--- src/rtl/alu33_issue_ctrl.sv ---
// alu33_issue_ctrl: issue/writeback controller wrapped around the alu33 execute
// stage. Accepts one instruction at a time and moves it through three states:
// IDLE (decode, register read), EXEC (ALU settles) and WB (result held for the
// downstream stage). The register file write and the flag update happen at the
// output handshake.
// Optional feature: define ALU33_DIV0_TRAP_EN to trap opcode 0100 (divide)
// with a zero second operand as an illegal instruction.
module alu33_issue_ctrl #(
    parameter int NREGS  = 4,
    parameter int DATA_W = 8,
    parameter int CNT_W  = 16
) (
    input  logic              clk,
    input  logic              reset,
    input  logic              in_valid,
    output logic              in_ready,
    input  logic [15:0]       in_inst,
    input  logic [15:0]       in_fp_a,
    input  logic [15:0]       in_fp_b,
    output logic [3:0]        alu_ctrl,
    output logic [3:0]        alu_op1,
    output logic [3:0]        alu_op2,
    output logic [15:0]       alu_fp_op1,
    output logic [15:0]       alu_fp_op2,
    output logic              alu_reset,
    input  logic [DATA_W-1:0] alu_result,
    input  logic [15:0]       alu_fp_result,
    input  logic              alu_zero,
    input  logic              alu_negative,
    input  logic              alu_overflow,
    output logic              out_valid,
    input  logic              out_ready,
    output logic [DATA_W-1:0] out_result,
    output logic [15:0]       out_fp_result,
    output logic [1:0]        out_rd,
    output logic              out_wen,
    output logic              out_branch,
    output logic              out_illegal,
    output logic [2:0]        flags,
    output logic [CNT_W-1:0]  retired
);

    typedef enum logic [1:0] {
        IDLE = 2'd0,
        EXEC = 2'd1,
        WB   = 2'd2
    } state_t;

    localparam logic [3:0] OP_DIV    = 4'd4;
    localparam logic [3:0] OP_BRANCH = 4'd10;

    state_t            state;
    logic [DATA_W-1:0] regs [NREGS];
    logic [2:0]        flags_pend;

    // Instruction fields
    logic [3:0] dec_opcode;
    logic [1:0] dec_rd;
    logic [1:0] dec_rs1;
    logic [1:0] dec_rs2;
    logic [3:0] dec_imm;
    logic       dec_use_imm;
    logic [3:0] dec_op1;
    logic [3:0] dec_op2;
    logic       dec_illegal;
    logic       accept;
    logic       unused_reserved;

    assign dec_opcode      = in_inst[15:12];
    assign dec_rd          = in_inst[11:10];
    assign dec_rs1         = in_inst[9:8];
    assign dec_rs2         = in_inst[7:6];
    assign dec_imm         = in_inst[5:2];
    assign dec_use_imm     = in_inst[1];
    assign unused_reserved = in_inst[0];

    // Operands use only the low nibble of each 8-bit register
    assign dec_op1 = regs[dec_rs1][3:0];
    assign dec_op2 = dec_use_imm ? dec_imm : regs[dec_rs2][3:0];

`ifdef ALU33_DIV0_TRAP_EN
    assign dec_illegal = (dec_opcode > OP_BRANCH) ||
                         ((dec_opcode == OP_DIV) && (dec_op2 == 4'd0));
`else
    assign dec_illegal = (dec_opcode > OP_BRANCH);
`endif

    assign in_ready  = (state == IDLE) && !reset;
    assign out_valid = (state == WB);
    assign accept    = in_valid && in_ready;
    assign alu_reset = reset;

    // Issue / execute / writeback sequencing with all architectural state
    always_ff @(posedge clk) begin
        if (reset) begin
            state         <= IDLE;
            for (int i = 0; i < NREGS; i++) begin
                regs[i] <= '0;
            end
            flags         <= '0;
            flags_pend    <= '0;
            retired       <= '0;
            alu_ctrl      <= '0;
            alu_op1       <= '0;
            alu_op2       <= '0;
            alu_fp_op1    <= '0;
            alu_fp_op2    <= '0;
            out_result    <= '0;
            out_fp_result <= '0;
            out_rd        <= '0;
            out_wen       <= 1'b0;
            out_branch    <= 1'b0;
            out_illegal   <= 1'b0;
        end else begin
            case (state)
                IDLE: begin
                    if (accept) begin
                        out_rd <= dec_rd;
                        // Flags only change at a writeback handshake, so the
                        // zero flag sampled here is the one before this branch.
                        out_branch <= (dec_opcode == OP_BRANCH) && flags[0];
                        if (dec_illegal) begin
                            // Skip EXEC; ALU drive registers keep their values
                            out_illegal   <= 1'b1;
                            out_wen       <= 1'b0;
                            out_result    <= '0;
                            out_fp_result <= '0;
                            state         <= WB;
                        end else begin
                            alu_ctrl    <= dec_opcode;
                            alu_op1     <= dec_op1;
                            alu_op2     <= dec_op2;
                            alu_fp_op1  <= in_fp_a;
                            alu_fp_op2  <= in_fp_b;
                            out_illegal <= 1'b0;
                            out_wen     <= (dec_opcode != OP_BRANCH);
                            state       <= EXEC;
                        end
                    end
                end
                EXEC: begin
                    out_result    <= alu_result;
                    out_fp_result <= alu_fp_result;
                    flags_pend    <= {alu_overflow, alu_negative, alu_zero};
                    state         <= WB;
                end
                WB: begin
                    if (out_ready) begin
                        // Branches and illegal instructions leave regs/flags alone
                        if (out_wen) begin
                            regs[out_rd] <= out_result;
                            flags        <= flags_pend;
                        end
                        retired <= retired + CNT_W'(1);
                        state   <= IDLE;
                    end
                end
                default: state <= IDLE;
            endcase
        end
    end

endmodule

--- config.mk ---
export PLATFORM = sky130hd
export DESIGN_NAME = alu33_issue_ctrl
export DESIGN_NICKNAME = d
export VERILOG_FILES = /design/src/rtl/alu33_issue_ctrl.sv
export SDC_FILE = /design/constraint.sdc
export NUM_CORES = 1
export LEC_CHECK = 0
export ABC_CLOCK_PERIOD_IN_PS = 2300
export CORE_MARGIN = 2
export CORE_UTILIZATION = 32
export CTS_CLUSTER_DIAMETER = 100
export DETAILED_ROUTE_END_ITERATION = 8
export GPL_ROUTABILITY_DRIVEN = 0
export PLACE_DENSITY = 0.61
export SLEW_MARGIN = 20
export SYNTH_ARGS = -nofsm -noshare
export SYNTH_HDL_FRONTEND = slang
export SYNTH_SLANG_ARGS = --single-unit
--- constraint.sdc ---
create_clock -name clk -period 2.3 [get_ports clk]
set_clock_uncertainty 0.15 [all_clocks]
set_input_delay 0.345 -clock clk [delete_from_list [all_inputs] [get_ports clk]]
set_output_delay 0.345 -clock clk [all_outputs]
set_load 0.01 [all_outputs]
==> results.yml <==
timing:
  min_period_ns: 2.16
  slew_violations: 0
  finalSetupViolCount: 0
  setup_tns_ns: 0
  worstMarginPinSlew_ns: 0.739
  final-hold-violation-count: 0
  rsz0062_at_grt: "false"
  max_slew_margin_pct: 50.5
  fin_crit_sh_pct: 94.1
  max_freq_mhz: 462
detailed_routing:
  drc: 0
  dr.pass1.iters: 4
  via_per_inst: 4.70
  wl_per_cell_um: 14.2
  vias: 3842
  first_iter_violations: 161
  routed_wl_um: 11600
  antenna_left: 0
setup_path:
  cp_data_arrival_time_ns: 1.67
  cp_data_required_time_ns: 1.80
  cp-start-kind: "flop"
  critical_path_class: "reg2out"
  crit_fanout: 9
  end_kind: "primary output"
clocking:
  ctsResizeCount: 0
  clockBufferDepth: 2
  cts_hold_buf: 0
  htreeDepth: 4
  postCtsSetupRepairBufs: 0
  path_clk_slew_ns: 0.05
  cts_made_buffers: 17
  cts-root-buf: "clkbuf_16"
  clock_sinks: 113
  cts_tree: "done"
  clock_latency_ns: 0.41
synthesis:
  ys_warn_count: 0
  synth.ff_latch_count: 113
  syn_inst: 443
  yosysSeqAreaShare_pct: 54.6
  synth_nets: 523
  ys.flop_type: "dfxtp_1"
  synth-async-reset-ratio_pct: 0
  synth_edf_count: 16
  syn_area_um2: 4440
  synth.distinct_cells: 45
  syn_avg_cell_area_um2: 10.0
pwr:
  power_uw: 4900
  vdd_drop_max_mv: 0.519
  switchingPower_uw: 1080
  pwr-share-seq_pct: 43.9
  p_int_uw: 3820
  swShare_pct: 22.1
  power_density_nw_per_um2: 703
  p_leak_uw: 0.00266
  clkPwrFrac_pct: 44.2
  comb_power_share_pct: 11.9
grt:
  grt_max_degree: 50
  grtUsageMet3_pct: 6.60
  grt_antenna_before_repair: 0
  gr-total-overflow: 0
  met2_usage_pct: 26.1
  grt_use_met1_pct: 18.0
  grt_first_pass_wirelength_um: 18300
  gr-usage-all-layers_pct: 15.9
  grt_pass1_vias: 3820
  grt_busiest_layer: "met2"
layout:
  stdcell_count: 818
  n_fill_cell: 1277
  stdcell_area_um2: 6970
  diodes: 0
  syn2layout_area_growth_pct: 57.1
  fin_nets: 708
  drive_gt1_share_pct: 9.87
status:
  outcome: "complete, no violations"
place:
  dp_cells: 789
  placed_area_um2: 6490
  place_hpwl_um: 8580
  io_buffers: 172
floorplan:
  core_area_um2: 13700
  pin_count: 174
  start_util_pct: 32.4
  dieWidth_um: 122
  fp-row-count: 43
  dieArea_um2: 14800
  die_y_um: 122
min_path:
  hp-class: "in2reg"
run:
  drv_cap: 0
power groups by stage:
stage / logic, uW / registers [uW] / clock network, uW
6_report: 583 / 2150 / 2170
4_1_cts: 591 / 2150 / 2240
5_1_grt: 631 / 2160 / 2330
3_5_place_dp: 587 / 2190 / 0
3_3_place_gp: 583 / 2180 / 0
2_1_floorplan: 195 / 2210 / 0
stage by stage:
stage	setup WS, ns	utilization (%)	hold WS, ns
floorplan	0.394	-	0.293
detailed placement	0.0381	47.3	0.299
finish	0.136	50.8	0.107
CTS	0.0928	50.8	0.0917
global placement	0.0567	47.3	0.294
global route	0.0228	50.8	0.106
sequential cells by signal, summed over array words and instances, names as in the netlist:
| register | cells |
|---|---|
| alu_ctrl | 4 |
| alu_fp_op1 | 16 |
| alu_fp_op2 | 16 |
| alu_op1 | 4 |
| alu_op2 | 4 |
| flags | 3 |
| flags_pend | 3 |
| out_branch | 1 |
| out_fp_result | 16 |
| out_illegal | 1 |
| out_rd | 2 |
| out_result | 8 |
| out_wen | 1 |
| regs | 16 |
| retired | 16 |
| state | 2 |
final timing paths:
path / from / to / slack [ns] / depth (start not counted)
worst min-delay path: reset / state[1] / 0.11 / 2
worst min register to register: alu_fp_op1[13] / alu_fp_op1[13] / 0.30 / 2
worst max-delay path: state[1] / out_valid / 0.14 / 2
worst max register to register: state[0] / out_fp_result[4] / 0.38 / 5
kinds of logic (layout without fill, tap and decap cells):
logic type / Yosys count / count (layout) / share of synthesized area, %
AO/OA/AOI/OAI: 61 / 61 / 9.41
XOR/XNOR: 11 / 11 / 2.17
adder cells (fa/ha/maj): 1 / 1 / 0.282
buffers and inverters: 34 / 229 / 3.44
flip-flops: 113 / 113 / 54.6
multiplexers: 18 / 18 / 6.37
AND/OR/NAND/NOR: 205 / 205 / 23.8
layout make-up:
cell class                      instances  area, um^2  area share, %
Clock inverter                          2        10.0          0.144
Tap cell                              180         225           3.23
Inverter                                6        22.5          0.323
Clock buffer                           27         473           6.78
Timing Repair Buffer                  194        1940           27.9
Sequential cell                       113        2420           34.7
Multi-Input combinational cell        296        1880           26.9
cell usage in the layout, fill, tap and decap left out, types with 6 or more instances in the layout:
| cell | count |
|---|---|
| a21oi_1 | 24 |
| a22o_1 | 24 |
| and2_1 | 17 |
| buf_4 | 17 |
| clkbuf_1 | 9 |
| clkbuf_16 | 17 |
| clkdlybuf4s50_1 | 171 |
| dfxtp_1 | 97 |
| edfxtp_1 | 16 |
| mux2i_1 | 8 |
| mux4_2 | 8 |
| nand2_1 | 89 |
| nand3_1 | 6 |
| nand3b_1 | 30 |
| nor2_1 | 29 |
| nor3_1 | 6 |
| xnor2_1 | 8 |
worst max-delay path, stage by stage (launching register included):
cell and delay [ns]:
dfxtp_1 0.46, nor2b_1 0.22, clkdlybuf4s50_1 0.58
synthesized netlist by cell type, types with 2 or more instances:
library cell | number | share of area, %
a21oi_1 | 24 | 2.7
a22o_1 | 24 | 4.7
a31o_2 | 2 | 0.39
and2_1 | 17 | 2.4
and3b_1 | 2 | 0.39
buf_1 | 3 | 0.25
buf_2 | 5 | 0.56
buf_6 | 2 | 0.51
clkbuf_1 | 17 | 1.4
dfxtp_1 | 97 | 44
edfxtp_1 | 16 | 11
inv_1 | 5 | 0.42
mux2_2 | 2 | 0.51
mux2i_1 | 8 | 1.8
mux4_2 | 8 | 4.1
nand2_1 | 89 | 7.5
nand3_1 | 6 | 0.68
nand3b_1 | 30 | 5.1
nand4_1 | 5 | 0.70
nand4b_1 | 2 | 0.39
nor2_1 | 29 | 2.5
nor2b_1 | 3 | 0.42
nor3_1 | 6 | 0.68
nor3b_1 | 2 | 0.34
nor4_1 | 3 | 0.42
o21ai_0 | 3 | 0.34
o21ai_1 | 3 | 0.34
o31ai_1 | 2 | 0.34
or2_2 | 3 | 0.42
xnor2_1 | 8 | 1.6
xor2_1 | 3 | 0.59
layer usage:
layer / part of all wire (%) / routed length (um)
met3: 8.8 / 1030
met4: 2.3 / 264
met2: 47 / 5430
met1: 42 / 4920
met5: 0 / 0
Note: power is estimated with default switching activity, not from simulation.
